`config.mk`:
```
export PLATFORM = sky130hd
export DESIGN_NAME = vdp_vram_arbiter
export DESIGN_NICKNAME = d
export VERILOG_FILES = /design/src/rtl/vdp_vram_arb_pkg.sv /design/src/rtl/vdp_vram_arb_select.sv /design/src/rtl/vdp_vram_arbiter.sv
export SDC_FILE = /design/constraint.sdc
export NUM_CORES = 1
export LEC_CHECK = 0
export CAP_MARGIN = 20
export CORE_MARGIN = 10
export CORE_UTILIZATION = 35
export DETAILED_ROUTE_END_ITERATION = 10
export PLACE_DENSITY = 0.83
export SETUP_SLACK_MARGIN = 0.15
export SYNTH_ARGS = -nofsm -noshare
export SYNTH_HDL_FRONTEND = slang
export SYNTH_SLANG_ARGS = --single-unit
export TNS_END_PERCENT = 5
```
`constraint.sdc`:
```
create_clock -name clk -period 2.2 [get_ports clk]
set_clock_uncertainty 0.05 [all_clocks]
set_input_delay 0.22 -clock clk [delete_from_list [all_inputs] [get_ports clk]]
set_output_delay 0.22 -clock clk [all_outputs]
set_load 0.005 [all_outputs]
```
`src/rtl/vdp_vram_arb_pkg.sv`:
```
// Shared types for the VDP VRAM arbiter:
// FSM states, port ids and the latched request.
package vdp_vram_arb_pkg;

  localparam int ADDR_W = 17;

  typedef enum logic [1:0] {
    ST_IDLE,
    ST_ISSUE,
    ST_WAIT_RD
  } state_e;

  localparam logic [1:0] PORT_SCR = 2'd0;
  localparam logic [1:0] PORT_CPU = 2'd1;
  localparam logic [1:0] PORT_CMD = 2'd2;

  typedef struct packed {
    logic [1:0]        port;
    logic              write;
    logic [ADDR_W-1:0] addr;
    logic [7:0]        wdata;
  } req_t;

  // 1 = byte not written; only the addressed lane is enabled
  function automatic logic [3:0] lane_mask(
    input logic [1:0] a
  );
    return ~(4'b0001 << a);
  endfunction

endpackage

```
`src/rtl/vdp_vram_arb_select.sv`:
```
// Winner selection: screen first, then the
// round-robin pick between cpu and cmd.
module vdp_vram_arb_select (
  input  logic       scr_valid,
  input  logic       cpu_valid,
  input  logic       cmd_valid,
  input  logic       ptr_cmd,
  output logic [2:0] grant
);

  // grant is one-hot {cmd, cpu, scr}
  always_comb begin
    grant = 3'b000;
    if (scr_valid) begin
      grant = 3'b001;
    end else if (cpu_valid && cmd_valid) begin
      grant = ptr_cmd ? 3'b100 : 3'b010;
    end else if (cpu_valid) begin
      grant = 3'b010;
    end else if (cmd_valid) begin
      grant = 3'b100;
    end
  end

endmodule

```
`src/rtl/vdp_vram_arbiter.sv`:
```
// Single-outstanding VRAM arbiter between screen,
// cpu and command engine, with byte-lane steering.
module vdp_vram_arbiter
  import vdp_vram_arb_pkg::*;
(
  input  logic              clk,
  input  logic              reset,
  input  logic              scr_valid,
  output logic              scr_ready,
  input  logic [ADDR_W-1:0] scr_address,
  output logic [31:0]       scr_rdata,
  output logic              scr_rdata_en,
  input  logic              cpu_valid,
  output logic              cpu_ready,
  input  logic              cpu_write,
  input  logic [ADDR_W-1:0] cpu_address,
  input  logic [7:0]        cpu_wdata,
  output logic [7:0]        cpu_rdata,
  output logic              cpu_rdata_en,
  input  logic              cmd_valid,
  output logic              cmd_ready,
  input  logic              cmd_write,
  input  logic [ADDR_W-1:0] cmd_address,
  input  logic [7:0]        cmd_wdata,
  output logic [7:0]        cmd_rdata,
  output logic              cmd_rdata_en,
  output logic              sdram_valid,
  input  logic              sdram_ready,
  output logic              sdram_write,
  output logic [ADDR_W-3:0] sdram_address,
  output logic [31:0]       sdram_wdata,
  output logic [3:0]        sdram_wdata_mask,
  input  logic [31:0]       sdram_rdata,
  input  logic              sdram_rdata_en
);

  state_e      state_q, state_d;
  req_t        req_q, req_d;
  logic        ptr_q, ptr_d;
  logic [31:0] scr_rdata_q, scr_rdata_d;
  logic [7:0]  cpu_rdata_q, cpu_rdata_d;
  logic [7:0]  cmd_rdata_q, cmd_rdata_d;
  logic [2:0]  en_q, en_d;
  logic [2:0]  grant;
  logic        idle;
  logic [7:0]  lane;

  vdp_vram_arb_select u_sel (
    .scr_valid (scr_valid),
    .cpu_valid (cpu_valid),
    .cmd_valid (cmd_valid),
    .ptr_cmd   (ptr_q),
    .grant     (grant)
  );

  assign idle      = (state_q == ST_IDLE);
  assign scr_ready = idle & grant[0];
  assign cpu_ready = idle & grant[1];
  assign cmd_ready = idle & grant[2];

  assign sdram_valid   = (state_q == ST_ISSUE);
  assign sdram_write   = req_q.write;
  assign sdram_address = req_q.addr[ADDR_W-1:2];
  assign sdram_wdata   = {4{req_q.wdata}};
  assign sdram_wdata_mask =
    req_q.write ? lane_mask(req_q.addr[1:0]) : 4'b0000;

  assign scr_rdata    = scr_rdata_q;
  assign cpu_rdata    = cpu_rdata_q;
  assign cmd_rdata    = cmd_rdata_q;
  assign scr_rdata_en = en_q[0];
  assign cpu_rdata_en = en_q[1];
  assign cmd_rdata_en = en_q[2];

  always_comb begin
    lane = 8'h00;
    unique case (req_q.addr[1:0])
      2'd0: lane = sdram_rdata[7:0];
      2'd1: lane = sdram_rdata[15:8];
      2'd2: lane = sdram_rdata[23:16];
      2'd3: lane = sdram_rdata[31:24];
      default: lane = 8'h00;
    endcase
  end

  always_comb begin
    state_d     = state_q;
    req_d       = req_q;
    ptr_d       = ptr_q;
    scr_rdata_d = scr_rdata_q;
    cpu_rdata_d = cpu_rdata_q;
    cmd_rdata_d = cmd_rdata_q;
    en_d        = 3'b000;
    unique case (state_q)
      ST_IDLE: begin
        if (|grant) begin
          state_d = ST_ISSUE;
          unique case (1'b1)
            grant[0]: begin
              req_d.port  = PORT_SCR;
              req_d.write = 1'b0;
              req_d.addr  = scr_address;
              req_d.wdata = 8'h00;
            end
            grant[1]: begin
              req_d.port  = PORT_CPU;
              req_d.write = cpu_write;
              req_d.addr  = cpu_address;
              req_d.wdata = cpu_wdata;
              ptr_d       = 1'b1;
            end
            grant[2]: begin
              req_d.port  = PORT_CMD;
              req_d.write = cmd_write;
              req_d.addr  = cmd_address;
              req_d.wdata = cmd_wdata;
              ptr_d       = 1'b0;
            end
            default: ;
          endcase
        end
      end
      ST_ISSUE: begin
        if (sdram_ready) begin
          state_d = req_q.write ? ST_IDLE
                                : ST_WAIT_RD;
        end
      end
      ST_WAIT_RD: begin
        if (sdram_rdata_en) begin
          state_d = ST_IDLE;
          unique case (req_q.port)
            PORT_SCR: begin
              scr_rdata_d = sdram_rdata;
              en_d[0]     = 1'b1;
            end
            PORT_CPU: begin
              cpu_rdata_d = lane;
              en_d[1]     = 1'b1;
            end
            default: begin
              cmd_rdata_d = lane;
              en_d[2]     = 1'b1;
            end
          endcase
        end
      end
      default: state_d = ST_IDLE;
    endcase
  end

  always_ff @(posedge clk) begin
    if (reset) begin
      state_q     <= ST_IDLE;
      req_q       <= '0;
      ptr_q       <= 1'b0;
      scr_rdata_q <= '0;
      cpu_rdata_q <= '0;
      cmd_rdata_q <= '0;
      en_q        <= '0;
    end else begin
      state_q     <= state_d;
      req_q       <= req_d;
      ptr_q       <= ptr_d;
      scr_rdata_q <= scr_rdata_d;
      cpu_rdata_q <= cpu_rdata_d;
      cmd_rdata_q <= cmd_rdata_d;
      en_q        <= en_d;
    end
  end

endmodule

```
; ---- Yosys cells after proc, flatten, opt, wreduce, memory -nomap -nowiden
; Index checks and enable logic that the tools add are counted.
[totals]
reg_bits = 82
inputBits = 108
out_inout_bits = 107
word_cells = 59
[op_classes]
eq_ne = 9
shift = 1
muxes = 17
bitwise_logic = 7
n_reduce_logical = 15
[op_table]
columns = operator, n
row1 = $pmux W28 S3, 1
row2 = $pmux W8 S4, 1
row3 = $reduce_and A3 Y1, 6
row4 = $mux W3, 5
row5 = $mux W2, 4
row6 = $eq A2 B1 Y1 const B, 3
row7 = $eq A2 B2 Y1 const B, 3
row8 = $logic_not A2 Y1, 3
row9 = $pmux W2 S3, 1
row10 = $reduce_or A3 Y1, 2
row11 = $mux W4, 1
row12 = $ne A2 B1 Y1 const B, 2
row13 = $not A4 Y4, 1
row14 = $shl A1 B2 Y4 const A, 1
row15 = $and A1 B1 Y1, 3
row16 = $mux W1, 3
row17 = $not A1 Y1, 3
row18 = $reduce_bool A3 Y1, 1
row19 = $ne A2 B2 Y1 const B, 1
row20 = $pmux W1 S2, 1
row21 = $reduce_bool A2 Y1, 1
row22 = $reduce_or A2 Y1, 1
row23 = $logic_and A1 B1 Y1, 1

; ---- Longest topological paths before layout
; Gate-level depths: netlist of run 1.
[logic_depth]
word_depth = 7
depth_mapped = 7
depth_no_buf = 4

; ---- Cells and area by module
; Synthesis of run 1 repeated with hierarchy kept, for this count alone.
[hier_totals]
hier_cells = 428
area_unflattened_um2 = 3852.4
[by_module_without_submodules]
columns = module, n_inst, cells_per_inst, area_per_inst_um2, seq_area_each_um2
row1 = vdp_vram_arbiter, 1, 423, 3814.9, 1641.6
row2 = vdp_vram_arb_select, 1, 5, 37.5, 0.0

; ---- Least setup slack after synthesis of run 1
; Ideal clock, no wire load.
[synth_path]
path_type = register to register
startpoint = register req_q[8] in the netlist's numbering
endpoint = register cmd_rdata_q[2] (netlist: cmd_rdata[2])
setup_time_ps = 117
arrival_time_ps = 1296
required_time_ps = 2033
setup_slack_ps = 737
stages_incl_launch_ff = 4
path_buffers = 1
period_less_slack_ps = 1463
path_cell_list = dfxtp_1 buf_2 mux4_2 a22o_1
[synth_via]
elab_chain_cells = 2
word_cells_on_any_way = 5
cone_classes = eq/ne (3) / mux (1) / reduce/logical (1)
[synth_rtl]
columns = item, line_no
row1 = "start, declared", vdp_vram_arbiter.sv:38  ; req_t req_q, req_d;
row2 = "start signal, assigned", vdp_vram_arbiter.sv:163  ; req_q <= req_d;
row3 = "$eq A2 B2 Y1, or another cell as far along", vdp_vram_arbiter.sv:77  ; unique case (req_q.addr[1:0])
row4 = $pmux W8 S4 (*), vdp_vram_arbiter.sv:77
row5 = "end signal, assigned", vdp_vram_arbiter.sv:167  ; cmd_rdata_q <= cmd_rdata_d;
row6 = "end, declared", vdp_vram_arbiter.sv:42  ; logic [7:0] cmd_rdata_q, cmd_rdata_d;
; Every way passes the cells marked *; elsewhere a longest branch is shown, timed or not.
; A chain may end at the register's enable or synchronous reset.

; ---- Final worst setup path of run 1
[layout_path]
startpoint = register state_q[1]
endpoint = output port scr_ready
[layout_via]
elab_chain_cells = 2
[layout_rtl]
columns = item, line_no
row1 = "start, declared", vdp_vram_arbiter.sv:37  ; state_e state_q, state_d;
row2 = "start signal, assigned", vdp_vram_arbiter.sv:162  ; state_q <= state_d;
row3 = $logic_not A2 Y1, vdp_vram_arbiter.sv:56  ; assign idle = (state_q == ST_IDLE);
row4 = $and A1 B1 Y1, vdp_vram_arbiter.sv:57  ; assign scr_ready = idle & grant[0];
row5 = "end, declared", vdp_vram_arbiter.sv:9  ; output logic scr_ready,
; No other way between the ends.

==> results of run 1 <==
worst max-delay path by stage:
stage	to	slack (ns)	cells after the start
floorplan	cmd_rdata[2]$_SDFFE_PP0P_	0.74	3
global placement	sdram_address[6]$_SDFFE_PP0P_	0.19	4
detailed placement	sdram_address[8]$_SDFFE_PP0P_	0.06	4
CTS	scr_ready	0.16	4
global route	scr_ready	0.14	4
finish	scr_ready	0.19	4
area by class of cell:
| type | count | area (um2) | share of cell area (%) |
|---|---|---|---|
| Timing Repair Buffer | 235 | 2300 | 37.2 |
| Multi-Input combinational cell | 258 | 1750 | 28.2 |
| Sequential cell | 82 | 1640 | 26.5 |
| Clock buffer | 11 | 243 | 3.92 |
| Tap cell | 143 | 179 | 2.89 |
| Clock inverter | 4 | 51.3 | 0.828 |
| Inverter | 9 | 33.8 | 0.545 |
cells in the final DEF (no fill, tap or decap), types with 2 or more instances in the layout:
master,synthesis,layout
dfxtp_1,82,82
nand4_1,14,14
nor3_4,2,2
a31oi_1,8,8
inv_1,9,9
a32oi_1,20,20
nor2_1,2,2
a311oi_1,17,17
buf_4,54,20
o21ai_0,42,42
nor3_1,2,2
nor2b_2,0,2
o32ai_1,2,2
nand3_1,51,51
a22o_1,16,16
nor2b_1,4,2
a21oi_1,56,56
clkbuf_16,0,9
nor2_4,1,2
clkdlybuf4s50_1,0,212
mux4_2,8,8
cells by family after synthesis:
family	count (synthesis)	share of synthesized area [%]
buffers and inverters	101	16.0
AO/OA/AOI/OAI	164	26.2
AND/OR/NAND/NOR	86	12.5
flip-flops	82	40.8
multiplexers	8	4.48
per-stage QoR:
step                worst slack, ns  total power (uW)  area, um2  util (%)
finish                        0.195              3950       6200      54.8
global route                  0.136              4110       6200      54.8
CTS                           0.159              3960       6180      54.6
detailed placement           0.0608              2470       5870      51.9
global placement              0.190              2450       5870      51.9
floorplan                     0.737              2070       4020         -
cell usage after synthesis, drive strengths merged, types with 2 or more instances:
| cell | number |
|---|---|
| mux4 | 8 |
| o21ai | 42 |
| a32oi | 20 |
| inv | 9 |
| nor2b | 4 |
| nor2 | 4 |
| nand4 | 14 |
| a21oi | 57 |
| a311oi | 17 |
| o32ai | 2 |
| buf | 78 |
| nor3 | 4 |
| dfxtp | 82 |
| clkbuf | 14 |
| a22o | 16 |
| a31oi | 8 |
| nand3 | 51 |
per-layer routing:
layer	vias to the layer above	track usage [%]
li1	1938	-
met1	2032	19.9
met2	191	31.2
met3	27	5.29
met4	0	7.90
met5	-	0
critical path, delay by kind of cell, from the launching register on:
| kind | cells | cell delay [ns] |
|---|---|---|
| buffers and inverters | 2 | 0.69 |
| flip-flops | 1 | 0.38 |
| AND/OR/NAND/NOR | 2 | 0.33 |
power groups by stage:
stage / clock network (uW) / registers [uW] / logic [uW]
finish: 1490 / 1600 / 850
detailed placement: 0 / 1640 / 836
global placement: 0 / 1630 / 812
floorplan: 0 / 1620 / 444
global route: 1580 / 1610 / 909
CTS: 1520 / 1610 / 842
flip-flops by register name, summed over array words and instances, names as in the netlist:
name           cells
state_q            2
sdram_wdata        8
req_q              4
cpu_rdata          8
en_q               3
cmd_rdata          8
ptr_q              1
scr_rdata         32
sdram_address     15
sdram_write        1
what timing repair did:
action                                  4_1_cts  5_1_grt
hold endpoints to repair                      0        0
buffers inserted                              0        2
endpoints found under the setup margin        1        2
hold buffers                                  0        0
resized for setup                             2        2
pin swaps                                     0        1
==> results.json, run 1 <==
{
  "status": "finished, final reports clean",
  "startpoint": "state_q[1]$_SDFFE_PP0P_",
  "synth.distinct_cells": 36,
  "die-area_um2": 16200,
  "netSwitchingFraction_pct": 25.6,
  "syn_area_um2": 4020,
  "globalplace.congestion": 0.812,
  "tightest_slew_ns": 0.828,
  "wl_met2_mm": 8.06,
  "syn_inst": 441,
  "async_reset_ff_share_pct": 0,
  "ys.flop_type": "dfxtp_1",
  "syn_nets": 549,
  "yosys-top-cells-area": "dfxtp_1 (41%), buf_4 (10%), a21oi_1 (7.0%)",
  "power_frac_comb_pct": 21.5,
  "clock_path_buffers": 2,
  "p_switching_uw": 1010,
  "cts_tree": "built",
  "drv_slew": 0,
  "met3_length_mm": 1.25,
  "period_minus_slack_ns": 2.01,
  "gr-total-overflow": 0,
  "clk_latency_ns": 0.33,
  "crit_type": "reg2out",
  "relSlewSlack_pct": 44.6,
  "drt-total-wl_mm": 15.5,
  "critPathMaxStageDelay_ns": 0.50,
  "final.setup.tns_ns": 0,
  "worst-endpoint-required_ns": 1.93,
  "grt_max_degree": 36,
  "nNetsFinal": 703,
  "initialDrtViolationCount": 256,
  "end_kind": "output pin",
  "finalHoldViolCount": 0,
  "worst_path_max_delay_cell": "clkdlybuf4s50_1",
  "dp_hpwl_mm": 11.9,
  "path_cells": "nor2_4 -> buf_8 -> and2_1 -> clkdlybuf4s50_1",
  "highest_layer": "met4",
  "dp.cells": 725,
  "synth-edff-count": 0,
  "clock-sinks": 82,
  "ioPinCount": 215,
  "start_util_pct": 35.5,
  "hold_slack_ns": 0.212,
  "reg2reg_depth": 3,
  "ys_ff_latch": 82,
  "chipWidth_um": 127,
  "leakagePower_uw": 0.00211,
  "root_buffer": "clkbuf_16",
  "via_per_inst": 5.64,
  "die_h_um": 127,
  "final.fill_count": 1023,
  "r2r-start": "state_q[0]$_SDFFE_PP0P_",
  "hold_class": "in2reg",
  "p_seq_share_pct": 40.7,
  "drtPass1Iterations": 5,
  "setup_viol": 0,
  "hold_path_depth": 2,
  "hold_end": "sdram_wdata[2]$_SDFFE_PP0P_",
  "r2r_slack_ns": 0.49,
  "avgSynthCellArea_um2": 9.11,
  "rr_endpoint": "sdram_address[8]$_SDFFE_PP0P_",
  "grt_pass1_wl_mm": 23.7,
  "fin_cells": 742,
  "p_per_area_nw_per_um2": 637,
  "grt_pass1_vias": 4259,
  "io_buffers": 214,
  "fp.coreArea_um2": 11300,
  "fmax_ghz": 0.499,
  "hold_start": "reset",
  "h-tree-depth": 3,
  "drive_gt1_share_pct": 8.68,
  "start_kind": "flop",
  "maxCapViolCount": 0,
  "internal-power_uw": 2940,
  "antenna_found_initial": 0,
  "rows": 39,
  "ys_seq_area_share_pct": 40.8,
  "synth.largest_area_cell": "dfxtp_1",
  "worstPathArrival_ns": 1.74,
  "ant_nets": 0,
  "netlist.area_leader.share_pct": 40.8,
  "ir_drop_mv": 0.452,
  "cts_buffers": 9,
  "grt.total_usage_pct": 18.0,
  "rsz0062_at_grt": "true",
  "via_count": 4188,
  "area_delta_synth_final_pct": 54.2,
  "ys_warn_count": 0,
  "clk_pin_slew_ns": 0.06,
  "num_antenna_cells": 0,
  "clock_power_share_pct": 37.8,
  "worstPathMaxFanout": 18,
  "drcViolationCount": 0,
  "fin_crit_sh_pct": 91.2,
  "routedLengthMet1_mm": 5.70,
  "routedWlPerCell_um": 20.8
}
Note: power is estimated with default switching activity, not from simulation.
==> run 2: changes to the inputs <==
--- a/constraint.sdc
+++ b/constraint.sdc
@@ -4,2 +4,2 @@
 set_output_delay 0.22 -clock clk [all_outputs]
-set_load 0.005 [all_outputs]
+set_load 0.05 [all_outputs]
==> run 2 against run 1 <==
Power is 5.4% higher. Cell area down 0.30%. Via count shrank 0.12%. First-iteration DRC count increased by 18%. Clock-buffer cell count shrank 1. Final cell count fell by 0.81%. Largest power group unchanged.
==> results.json, run 2 (synthesis gave the netlist of run 1 again) <==
{
  "startpoint": "state_q[0]$_SDFFE_PP0P_",
  "globalplace.congestion": 0.837,
  "worst_path_max_delay_cell": "nor2_2",
  "num_antenna_cells": 0,
  "fin_crit_sh_pct": 88.2,
  "root_buffer": "clkbuf_16",
  "drtPass1Iterations": 5,
  "cp_top_family": "simple AND/OR/NAND/NOR gates",
  "cts_tree": "built",
  "drive_gt1_share_pct": 9.11,
  "preCtsSetupSlack_ns": 0.0983,
  "grt_pass1_vias": 4185,
  "r2r_slack_ns": 0.46,
  "clock_path_buffers": 2,
  "final_cell_mix": "clkdlybuf4s50_1 (205), dfxtp_1 (82), a21oi_1 (56)",
  "rows": 39,
  "largest_register_ffs": 32,
  "crit_type": "reg2out",
  "drt-total-wl_mm": 15.6,
  "ioPinCount": 215,
  "critPathBufInv": 2,
  "drcViolationCount": 0,
  "hold_path_depth": 2,
  "post_cts_buffers": 0,
  "final.fill_count": 1036,
  "fp.coreArea_um2": 11300,
  "hold_class": "in2reg",
  "gr-total-overflow": 0,
  "start_kind": "flop",
  "tightest_slew_ns": 0.740,
  "nNetsFinal": 697,
  "die-area_um2": 16200,
  "drv_slew": 0,
  "final.setup.tns_ns": 0,
  "postPlaceCellArea_um2": 5900,
  "power_uw": 4160,
  "postCtsHoldBufs": 0,
  "finalHoldViolCount": 0,
  "reg2reg_depth": 3,
  "layout_commonest_cell": "clkdlybuf4s50_1",
  "area_delta_synth_final_pct": 53.8,
  "die_h_um": 127,
  "crit_cells": 4,
  "rsz0062_at_grt": "false",
  "status": "finished, final reports clean",
  "antenna_found_initial": 0,
  "clk_pin_slew_ns": 0.06,
  "grt.total_usage_pct": 17.8,
  "clock-sinks": 82,
  "grt_max_degree": 36,
  "ir_drop_mv": 0.327,
  "fmax_ghz": 0.516,
  "setup_viol": 0,
  "p_per_area_nw_per_um2": 673,
  "start_util_pct": 35.5,
  "io_buffers": 214,
  "cts_buffers": 9,
  "ant_nets": 0,
  "period_minus_slack_ns": 1.94,
  "worstPathMaxFanout": 29,
  "critPathMaxStageDelay_ns": 0.38,
  "maxCapViolCount": 0,
  "layout_setup_ws_ns": 0.260,
  "h-tree-depth": 3,
  "grt_pass1_wl_mm": 23.7,
  "final_util_pct": 54.6,
  "cts-resized-gates": 1,
  "r2r-start": "state_q[0]$_SDFFE_PP0P_",
  "design_area_um2": 6180,
  "rr_endpoint": "sdram_address[2]$_SDFFE_PP0P_",
  "relSlewSlack_pct": 50.4,
  "worstPathArrival_ns": 1.67,
  "worst-endpoint-required_ns": 1.93,
  "crit_path_end": "scr_ready",
  "chipWidth_um": 127,
  "initialDrtViolationCount": 301,
  "end_kind": "output pin",
  "dp_hpwl_mm": 11.8,
  "via_per_inst": 5.68,
  "via_count": 4183,
  "clk_latency_ns": 0.33,
  "leakagePower_uw": 0.00209,
  "path_cells": "nor2_2 -> buf_12 -> and2_1 -> buf_12",
  "routedWlPerCell_um": 21.2,
  "crit_top_cell": "buf_12"
}
-- run 2: area by class of cell --
class | instances | area (um2) | area share [%]
inverters | 9 | 33.8 | 0.547
clock buffers | 10 | 239 | 3.87
clock inverters | 5 | 40.0 | 0.648
repair buffers | 229 | 2310 | 37.3
multi-input cells | 258 | 1740 | 28.2
flip-flops and latches | 82 | 1640 | 26.6
well taps | 143 | 179 | 2.90
-- run 2: worst min path at each step --
stage	end	startpoint	slack, ns
global placement	scr_rdata[12]$_SDFFE_PP0P_	scr_rdata[12]$_SDFFE_PP0P_	0.41
global route	state_q[0]$_SDFFE_PP0P_	reset	0.19
CTS	state_q[0]$_SDFFE_PP0P_	reset	0.16
floorplan	en_q[1]$_SDFF_PP0_	reset	0.27
detailed placement	scr_rdata[11]$_SDFFE_PP0P_	scr_rdata[11]$_SDFFE_PP0P_	0.42
finish	state_q[0]$_SDFFE_PP0P_	reset	0.19
-- run 2: metal layers --
metal / vias up / wire (um) / track usage (%)
li1: 1922 / - / -
met1: 2027 / 6040 / 20.3
met2: 204 / 7850 / 30.1
met3: 30 / 1230 / 5.62
met4: 0 / 506 / 7.77
met5: - / 0 / 0
-- run 2: where the power goes --
group / leakage (uW) / total, uW / internal [uW] / switching [uW]
combinational: 0.00129 / 1150 / 473 / 680
sequential: 0.000667 / 1600 / 1550 / 47.9
clock: 0.000127 / 1410 / 795 / 612
total: 0.00209 / 4160 / 2820 / 1340
-- run 2: stage by stage --
| step | hold slack [ns] | cells |
|---|---|---|
| floorplan | 0.266 | 441 |
| detailed placement | 0.417 | 721 |
| CTS | 0.164 | 736 |
| finish | 0.185 | 736 |
| global route | 0.190 | 736 |
| global placement | 0.411 | 721 |
